--- src/rtl/trace_fifo.sv ---
// Change-triggered trace recorder for whole_cpu: timestamps every A/B/X/Q update
// and queues it in a show-ahead FIFO drained over a valid/ready handshake.
module trace_fifo #(
  parameter int WIDTH   = 8,
  parameter int DEPTH   = 16,
  parameter int STAMP_W = 16
) (
  input  logic                     clk,
  input  logic                     reset,
  input  logic                     enable,
  input  logic [WIDTH-1:0]         pc,
  input  logic [WIDTH-1:0]         ir,
  input  logic [WIDTH-1:0]         a,
  input  logic [WIDTH-1:0]         b,
  input  logic [WIDTH-1:0]         x,
  input  logic [WIDTH-1:0]         q,
  output logic                     out_valid,
  input  logic                     out_ready,
  output logic [STAMP_W-1:0]       out_stamp,
  output logic [WIDTH-1:0]         out_pc,
  output logic [WIDTH-1:0]         out_ir,
  output logic [3:0]               out_mask,
  output logic [WIDTH-1:0]         out_a,
  output logic [WIDTH-1:0]         out_b,
  output logic [WIDTH-1:0]         out_x,
  output logic [WIDTH-1:0]         out_q,
  output logic [$clog2(DEPTH):0]   count,
  output logic [7:0]               overflow
);

  localparam int AW = $clog2(DEPTH);
  localparam logic [AW:0] FULL_CNT = (AW+1)'(DEPTH);

  typedef struct packed {
    logic [STAMP_W-1:0] stamp;
    logic [WIDTH-1:0]   pc;
    logic [WIDTH-1:0]   ir;
    logic [3:0]         mask;
    logic [WIDTH-1:0]   a;
    logic [WIDTH-1:0]   b;
    logic [WIDTH-1:0]   x;
    logic [WIDTH-1:0]   q;
  } rec_t;

  rec_t               r_mem [DEPTH];
  logic [AW-1:0]      r_wr_ptr;
  logic [AW-1:0]      r_rd_ptr;
  logic [AW:0]        r_count;
  logic [7:0]         r_overflow;
  logic [STAMP_W-1:0] r_stamp;
  logic               r_primed;
  logic [WIDTH-1:0]   r_sa, r_sb, r_sx, r_sq;

  logic [3:0] w_mask;
  logic       w_push_req;
  logic       w_valid;
  logic       w_full;
  logic       w_pop;
  logic       w_push;
  logic       w_drop;
  rec_t       w_new;
  rec_t       w_head;

  assign w_mask     = {q != r_sq, x != r_sx, b != r_sb, a != r_sa};
  assign w_push_req = enable && r_primed && (w_mask != 4'b0000);
  assign w_valid    = (r_count != '0);
  assign w_full     = (r_count == FULL_CNT);
  assign w_pop      = w_valid && out_ready;
  // A pop frees the slot the full-FIFO push lands in, so both proceed together.
  assign w_push     = w_push_req && (!w_full || w_pop);
  assign w_drop     = w_push_req && w_full && !w_pop;

  assign w_new = '{stamp: r_stamp, pc: pc, ir: ir, mask: w_mask,
                   a: a, b: b, x: x, q: q};

  always_ff @(posedge clk) begin
    if (reset) begin
      r_stamp  <= '0;
      r_primed <= 1'b0;
      r_sa     <= '0;
      r_sb     <= '0;
      r_sx     <= '0;
      r_sq     <= '0;
    end else if (enable) begin
      r_stamp  <= r_stamp + STAMP_W'(1);
      r_primed <= 1'b1;
      r_sa     <= a;
      r_sb     <= b;
      r_sx     <= x;
      r_sq     <= q;
    end
  end

  always_ff @(posedge clk) begin
    if (reset) begin
      r_wr_ptr   <= '0;
      r_rd_ptr   <= '0;
      r_count    <= '0;
      r_overflow <= '0;
    end else begin
      if (w_push) r_wr_ptr <= r_wr_ptr + AW'(1);
      if (w_pop)  r_rd_ptr <= r_rd_ptr + AW'(1);
      case ({w_push, w_pop})
        2'b10:   r_count <= r_count + (AW+1)'(1);
        2'b01:   r_count <= r_count - (AW+1)'(1);
        default: r_count <= r_count;
      endcase
      if (w_drop && (r_overflow != 8'hFF)) r_overflow <= r_overflow + 8'd1;
    end
  end

  // Storage is not reset; head fields are masked while the FIFO is empty.
  always_ff @(posedge clk) begin
    if (!reset && w_push) r_mem[r_wr_ptr] <= w_new;
  end

  assign w_head    = r_mem[r_rd_ptr];
  assign out_valid = w_valid;
  assign out_stamp = w_valid ? w_head.stamp : '0;
  assign out_pc    = w_valid ? w_head.pc    : '0;
  assign out_ir    = w_valid ? w_head.ir    : '0;
  assign out_mask  = w_valid ? w_head.mask  : '0;
  assign out_a     = w_valid ? w_head.a     : '0;
  assign out_b     = w_valid ? w_head.b     : '0;
  assign out_x     = w_valid ? w_head.x     : '0;
  assign out_q     = w_valid ? w_head.q     : '0;
  assign count     = r_count;
  assign overflow  = r_overflow;

endmodule

--- config.mk ---
export PLATFORM = sky130hd
export DESIGN_NAME = trace_fifo
export DESIGN_NICKNAME = d
export VERILOG_FILES = /design/src/rtl/trace_fifo.sv
export SDC_FILE = /design/constraint.sdc
export NUM_CORES = 1
export LEC_CHECK = 0
export ABC_CLOCK_PERIOD_IN_PS = 12400
export CAP_MARGIN = 20
export CORE_ASPECT_RATIO = 0.5
export CORE_UTILIZATION = 25
export CTS_CLUSTER_SIZE = 10
export DETAILED_ROUTE_END_ITERATION = 10
export SYNTH_ARGS = -nofsm -noshare
export SYNTH_HDL_FRONTEND = slang
export SYNTH_SLANG_ARGS = --single-unit
--- constraint.sdc ---
create_clock -name clk -period 12.4 [get_ports clk]
set_clock_uncertainty 0.05 [all_clocks]
set_input_delay 2.48 -clock clk [delete_from_list [all_inputs] [get_ports clk]]
set_output_delay 2.48 -clock clk [all_outputs]
set_load 0.005 [all_outputs]
# ---- After elaboration in Yosys (flattened, before gate mapping)
# Memories as Yosys holds them, arrays and structs flattened. A register that Yosys moved wholly into a read port is not among the register bits.
# Cells that the tools add are included.
dict set report classes {
  reduce_logical 15
  eq_ne 8
  addsub 6
  muxes 13
}
# op count
set op_table {}
lappend op_table {{$mux W8} 6}
lappend op_table {{$ne A8 B8 Y1} 4}
lappend op_table {{$add A16 B1 Y16 const B} 1}
lappend op_table {{$mux W16} 1}
lappend op_table {{$mux W4} 3}
lappend op_table {{$pmux W5 S2} 1}
lappend op_table {{$add A4 B1 Y4 const B} 2}
lappend op_table {{$add A8 B1 Y8 const B} 1}
lappend op_table {{$logic_and A1 B1 Y1} 8}
lappend op_table {{$ne A8 B8 Y1 const B} 1}
lappend op_table {{$add A5 B1 Y5 const B} 1}
lappend op_table {{$eq A5 B5 Y1 const B} 1}
lappend op_table {{$reduce_bool A5 Y1} 1}
lappend op_table {{$sub A5 B1 Y5 const B} 1}
lappend op_table {{$reduce_bool A4 Y1} 1}
lappend op_table {{$logic_not A1 Y1} 3}
lappend op_table {{$eq A2 B1 Y1 const B} 1}
lappend op_table {{$eq A2 B2 Y1 const B} 1}
lappend op_table {{$mux W1} 2}
lappend op_table {{$reduce_bool A2 Y1} 1}
lappend op_table {{$logic_or A1 B1 Y1} 1}
dict set report word_totals {
  ff_bits 70
  mem_bits_rw 1088
  elab_cells 53
  mem_count 1
  in_bits 52
  out_inout_bits 82
}
# name words width read_ports rd_clocked_by_memory_dff write_ports line
set mem_list {}
lappend mem_list {r_mem 16 68 1 1 1 45} ;# rec_t r_mem [DEPTH];

# ---- Logic depth before layout (Yosys ltp)
# Gate-level depths: netlist of the first run.
dict set report logic_depth {
  word_depth 7
  depth_mapped 11
  ltp_nobuf 11
}

# ---- Worst setup path before layout of the first run
# OpenSTA, ideal clock, no wires.
dict set report synth_timing {
  kind {input to register}
  from {input b[2]}
  to {memory r_mem[12][0] (netlist bit) (enable)}
  stages 8
  t_required_ns 11.855
  n_path_buf 1
  t_arrival_ns 6.437
  setup_time_ns 0.495
  setup_slack_ns 5.418
  path_cell_list {xor2_1 > nor4_1 > nand2_1 > o311a_4 > and2_4 > buf_6 > nand2_1 > nor2_1}
}
dict set report synth_via {
  elab_chain_len 7
}
# element line
set synth_lines {}
lappend synth_lines {{from (decl)} 14} ;# input logic [WIDTH-1:0] b,
lappend synth_lines {{$ne A8 B8 Y1} 64} ;# assign w_mask = {q != r_sq, x != r_sx, b != r_sb, a != r_sa};
lappend synth_lines {{net w_mask[1]} 54} ;# logic [3:0] w_mask;
lappend synth_lines {{$reduce_bool A4 Y1} 65} ;# assign w_push_req = enable && r_primed && (w_mask != 4'b0000);
lappend synth_lines {{$logic_and A1 B1 Y1} 65}
lappend synth_lines {{$logic_and A1 B1 Y1} 70} ;# assign w_push = w_push_req && (!w_full || w_pop);
lappend synth_lines {{$logic_and A1 B1 Y1} 114} ;# if (!reset && w_push) r_mem[r_wr_ptr] <= w_new;
lappend synth_lines {{$mux W1} 114}
lappend synth_lines {{$mux W1 (implied by the code)} 114}
lappend synth_lines {{to (decl)} 45}
# The timed path passes the listed nets, and every way through them passes these cells.

==> results.sh, run 1 <==
export IMPL_syn_nets=2024
export IMPL_grt_pass1_wl_um=148000
export IMPL_synth_area_per_cell_um2=22.8
export IMPL_whs_path_depth=2
export IMPL_cts_path_max_buffers=3
export IMPL_setup_tns_ns=0
export IMPL_tightest_slew_ns=1.13
export IMPL_slew_headroom=0.248
export IMPL_wl_per_cell_um=21.9
export IMPL_drive_gt1_frac=0.252
export IMPL_p_per_area_nw_per_um2=179
export IMPL_grt_max_degree=71
export IMPL_die_w_um=600
export IMPL_synth_seq_cells=1162
export IMPL_multi_input_area_um2=10200
export IMPL_netlist_area_um2=44700
export IMPL_via_per_inst=4.36
export IMPL_status="complete, no violations"
export IMPL_grt_total_usage=0.112
export IMPL_io_pins=134
export IMPL_switchingPower_uw=2230
export IMPL_final_cell_area_um2=52900
export IMPL_synth_edf_count=1088
export IMPL_seq_power_share=0.462
export IMPL_drv_slew=0
export IMPL_path_max_fanout=41
export IMPL_crit_path_top_delay_cell="dfxtp_4"
export IMPL_p_leak_uw=0.0159
export IMPL_synth_top_area_share=0.732
export IMPL_regArea_um2=34200
export IMPL_grt_remaining_overflow=0
export IMPL_initial_utilization=0.252
export IMPL_hpwlAfterDp_um=55000
export IMPL_rsz0062_at_grt="no"
export IMPL_postCtsHoldBufs=0
export IMPL_layout_worst_path_cycle_share=0.604
export IMPL_gp_congestion=0.729
export IMPL_cp_slowest_stage_delay_ns=0.83
export IMPL_ff2ff_path_depth=8
export IMPL_async_flop_share=0
export IMPL_clock_fmax_mhz=133
export IMPL_netlist_instances=1961
export IMPL_period_minus_slack_ns=7.49
export IMPL_port_buffers=133
export IMPL_path_depth=6
export IMPL_grt_antenna_before_repair=2
export IMPL_cts_clk_slew_worst_paths_ns=0.05
export IMPL_power_total_uw=9450
export IMPL_synth_area_leaders="edfxtp_1 (73%), mux4_2 (17%), dfxtp_1 (3.3%)"
export IMPL_coreArea_um2=177000
export IMPL_yosysWarnings=0
export IMPL_drc=0
export IMPL_clkPwrFrac=0.376
export IMPL_detail_route_antenna_nets=0
export IMPL_htree_levels=4
export IMPL_grt_pass1_vias=21199
export IMPL_post_cts_buffers=0
export IMPL_rows=109
export IMPL_cts_root_buf="clkbuf_16"
export IMPL_cts_tree="done"
export IMPL_yosysSeqAreaShare=0.765
export IMPL_yosysTopAreaCell="edfxtp_1"
export IMPL_path_cells="buf_4 -> buf_4 -> mux4_2 -> mux4_2 -> and2_1 -> clkdlybuf4s50_1"
export IMPL_path_buf_inv=3
export IMPL_vias=20290
export IMPL_place_area_um2=49000
export IMPL_yosysUniqueCellTypes=42
export IMPL_cts_buffers=136
export IMPL_syn_to_final_growth_pct=18.5
export IMPL_ctsResizeCount=0
export IMPL_power_frac_comb=0.162
export IMPL_switching_share=0.236
export IMPL_drt_initial_drc_count=1505
export IMPL_required_ns=9.87
export IMPL_peakVddDrop_mv=0.159
export IMPL_clock_latency_ns=0.72
export IMPL_worst_setup_path_end_kind="output port"
export IMPL_fill_cells=16994
export IMPL_min_path_type="reg2reg"
export IMPL_die_y_um=301
export IMPL_critPathTopFamily="buffers and inverters"
export IMPL_worstSetupStartpointType="register"
export IMPL_nNetsFinal=2239
export IMPL_clock_sinks=1162
export IMPL_maxCapViolCount=0
export IMPL_routed_wl_um=102000
export IMPL_p_int_uw=7220
export IMPL_arrival_ns=4.96
export IMPL_setup_viol=0
export IMPL_dieArea_um2=180000
export IMPL_synthFlopType="edfxtp_1"
export IMPL_hold_viol_final=0
export IMPL_drtPass1Iterations=5
export IMPL_critPathKind="reg2out"
metrics by stage:
step	hold WS [ns]	utilization	worst slack, ns	std cells
2_1_floorplan	0.404	-	5.42	1961
3_3_place_gp	0.416	0.277	5.18	4421
6_report	0.443	0.299	4.91	4651
5_1_grt	0.488	0.299	4.45	4650
4_1_cts	0.442	0.299	4.63	4647
3_5_place_dp	0.432	0.277	5.07	4421
state kept, by name, indices dropped and copies added, names as in the netlist, named ones only:
name	flops
r_sq	8
r_sa	8
overflow	8
r_stamp	16
r_mem	1088
r_wr_ptr	4
r_sx	8
r_sb	8
r_primed	1
r_rd_ptr	4
count	5
placed cells by master (no fill, tap or decap), types with 8 or more instances in the layout:
master              n
clkdlybuf4s50_1   131
xor2_1             47
nor2_4             16
edfxtp_1         1088
nand3_1             9
mux4_2            340
ha_1               10
nor2_1             75
clkbuf_16         139
dfxtp_1            70
nand2_1            20
xnor2_1             9
mux2i_1            39
a21oi_1             8
and2_1             69
clkbuf_1           73
buf_4              39
final cells by class:
cell class / instances / share of cell area
sequential: 1162 / 0.645
multi-input combinational: 694 / 0.192
clock buffer: 212 / 0.0709
tap: 2386 / 0.0564
timing repair buffer: 175 / 0.0318
clock inverter: 14 / 0.00293
inverter: 7 / 0.000496
antenna: 1 / 0.0000473
synth_stat cells (9+ instances only):
cell and number:
nor2_1 91, ha_1 10, buf_2 26, dfxtp_1 74, and2_1 69, xnor2_1 9, nand2_1 20, nand3_1 9
mux2i_1 39, xor2_1 47, buf_1 11, clkbuf_1 52, edfxtp_1 1088, mux4_2 340
worst paths after layout:
kind | from | to | slack, ns
setup / recovery | register | out_q[4] | 4.91
setup reg to reg | r_sx[7] | r_mem[12][6] | 8.17
hold reg to reg | r_primed | r_primed | 0.44
hold / removal | r_primed | r_primed | 0.44
logic make-up after synthesis:
family / share of synthesized area
AOI/OAI and AO/OA: 0.00255
xor gates and xnor gates: 0.0110
adders and majority gates: 0.00325
buffers and inverters: 0.0105
DFF: 0.765
muxes: 0.182
and+or+nand+nor: 0.0264
layer usage:
layer  vias to the layer above  GRT usage  part of all wire
met5                         -          0                 0
met4                         0     0.0340             0.021
met3                       143     0.0171             0.042
met2                       523      0.200              0.53
met1                     11007      0.140              0.41
li1                       8617          -                 -
tightest hold or removal path: cells and delay by family (launching register included):
kind	cells	cell delay, ns
flip-flops	1	0.32
AND/OR/NAND/NOR	2	0.13
power groups by stage:
stage	clock network, uW	logic [uW]	registers (uW)
floorplan	0	911	4400
global placement	0	1570	4440
detailed placement	0	1580	4450
CTS	3640	1580	4370
global route	3780	1640	4370
finish	3560	1530	4360
(Power assumes the default switching activity.)
==> inputs of run 2 (changes only) <==
ABC_CLOCK_PERIOD_IN_PS = 6900   (was 12400)
clock period = 6.9 ns   (was 12.4 ns; I/O delays follow)
==> results.sh, run 2 (synthesis gave the netlist of run 1 again) <==
export IMPL_status="complete, no violations"
export IMPL_cts_root_buf="clkbuf_16"
export IMPL_cts_path_max_buffers=3
export IMPL_ctsResizeCount=0
export IMPL_critPathKind="reg2out"
export IMPL_critPathTopFamily="multiplexers"
export IMPL_routed_wl_um=102000
export IMPL_path_cells="buf_12 -> mux4_2 -> mux4_2 -> and2_1 -> clkdlybuf4s50_1"
export IMPL_whs_ns=0.432
export IMPL_regMostFlops="r_mem"
export IMPL_clock_latency_ns=0.71
export IMPL_path_common_cell="mux4_2"
export IMPL_worstSetupStartpointType="register"
export IMPL_detail_route_antenna_nets=0
export IMPL_min_path_type="reg2reg"
export IMPL_grt_max_degree=69
export IMPL_syn_to_final_growth_pct=19.4
export IMPL_vias=20378
export IMPL_peakVddDrop_mv=0.228
export IMPL_die_w_um=600
export IMPL_largest_reg_flops=1088
export IMPL_setup_tns_ns=0
export IMPL_htree_levels=4
export IMPL_post_cts_buffers=0
export IMPL_drt_initial_drc_count=1811
export IMPL_initial_utilization=0.252
export IMPL_hold_viol_final=0
export IMPL_via_per_inst=4.37
export IMPL_layout_worst_path_cycle_share=0.781
export IMPL_hpwlAfterDp_um=52700
export IMPL_grt_total_usage=0.112
export IMPL_clock_fmax_mhz=186
export IMPL_nNetsFinal=2250
export IMPL_p_per_area_nw_per_um2=320
export IMPL_whs_path_depth=2
export IMPL_tightest_slew_ns=0.990
export IMPL_cts_clk_slew_worst_paths_ns=0.05
export IMPL_coreArea_um2=177000
export IMPL_maxCapViolCount=0
export IMPL_grt_antenna_before_repair=3
export IMPL_path_buf_inv=2
export IMPL_gp_congestion=0.725
export IMPL_clock_sinks=1162
export IMPL_io_pins=134
export IMPL_dieArea_um2=180000
export IMPL_setup_viol=0
export IMPL_drtPass1Iterations=5
export IMPL_grt_pass1_wl_um=148000
export IMPL_crit_path_top_delay_cell="dfxtp_4"
export IMPL_worst_setup_path_end_kind="output port"
export IMPL_top_regs="r_mem x1088, r_stamp x16"
export IMPL_rows=109
export IMPL_grt_pass1_vias=21530
export IMPL_slew_headroom=0.338
export IMPL_path_max_fanout=45
export IMPL_cp_slowest_stage_delay_ns=0.92
export IMPL_reg2reg_slack_ns=2.80
export IMPL_drive_gt1_frac=0.255
export IMPL_grt_remaining_overflow=0
export IMPL_final_cell_mix="edfxtp_1 (1,088), mux4_2 (340), clkbuf_16 (140), clkdlybuf4s50_1 (131)"
export IMPL_rsz0062_at_grt="no"
export IMPL_drc=0
export IMPL_postCtsHoldBufs=0
export IMPL_wl_per_cell_um=21.8
export IMPL_cts_tree="done"
export IMPL_cts_buffers=135
export IMPL_die_y_um=301
export IMPL_stdcell_count=4663
export IMPL_port_buffers=133
export IMPL_place_inst=4436
export IMPL_arrival_ns=3.96
export IMPL_ff2ff_path_depth=11
export IMPL_period_minus_slack_ns=5.39
export IMPL_mostFrequentLayoutCell="edfxtp_1"
export IMPL_path_depth=5
export IMPL_required_ns=5.47
export IMPL_drv_slew=0
export IMPL_p_leak_uw=0.0160
export IMPL_utilization=0.301
==> run 2: cell count changes in the layout (fill, tap and decap cells not counted), sizes merged <==
cell | before | now
clkinv | 5 | 3
buf | 44 | 56
clkbuf | 212 | 215
clkinvlp | 1 | 0
==> run 2: layer usage <==
metal | vias up | wire length [um] | GRT usage
li1 | 8641 | - | -
met1 | 11090 | 42100 | 0.142
met2 | 528 | 53600 | 0.198
met3 | 119 | 4460 | 0.0156
met4 | 0 | 1550 | 0.0307
met5 | - | 0 | 0
==> run 2: area by class of cell <==
class                   count  area (um^2)
diodes                      1         2.50
clock buffers             215         3780
clock inverters            11          138
fillers                 17064       124000
inverters                   7         26.3
multi-input cells         694        10200
flip-flops and latches   1162        34200
well taps                2386         2990
repair buffers            187         2060
==> run 2: where the power goes <==
group          internal [uW]  switching (uW)  total, uW
Combinational           1530            1260       2790
Sequential              7730             110       7840
Clock                   3780            2640       6420
Total                  13000            4010      17000
==> run 2: tightest hold or removal path, stage by stage (launching register included) <==
cell	delay (ns)
dfxtp_1	0.31
nor2_1	0.08
nor2_1	0.04
==> run 2: worst paths after layout <==
kind / start / endpoint
worst min register to register: r_primed / r_primed
worst min-delay path: r_primed / r_primed
worst max register to register: count[0] / count[4]
worst max-delay path: register / out_mask[2]
==> run 2: stage by stage <==
stage               power [uW]  setup WS, ns  cell area (um^2)
floorplan                 9540          1.02             44700
global placement         10900          1.09             49300
detailed placement       10900          1.05             49400
CTS                      17300          1.39             53300
global route             17600          1.33             53300
finish                   17000          1.51             53300
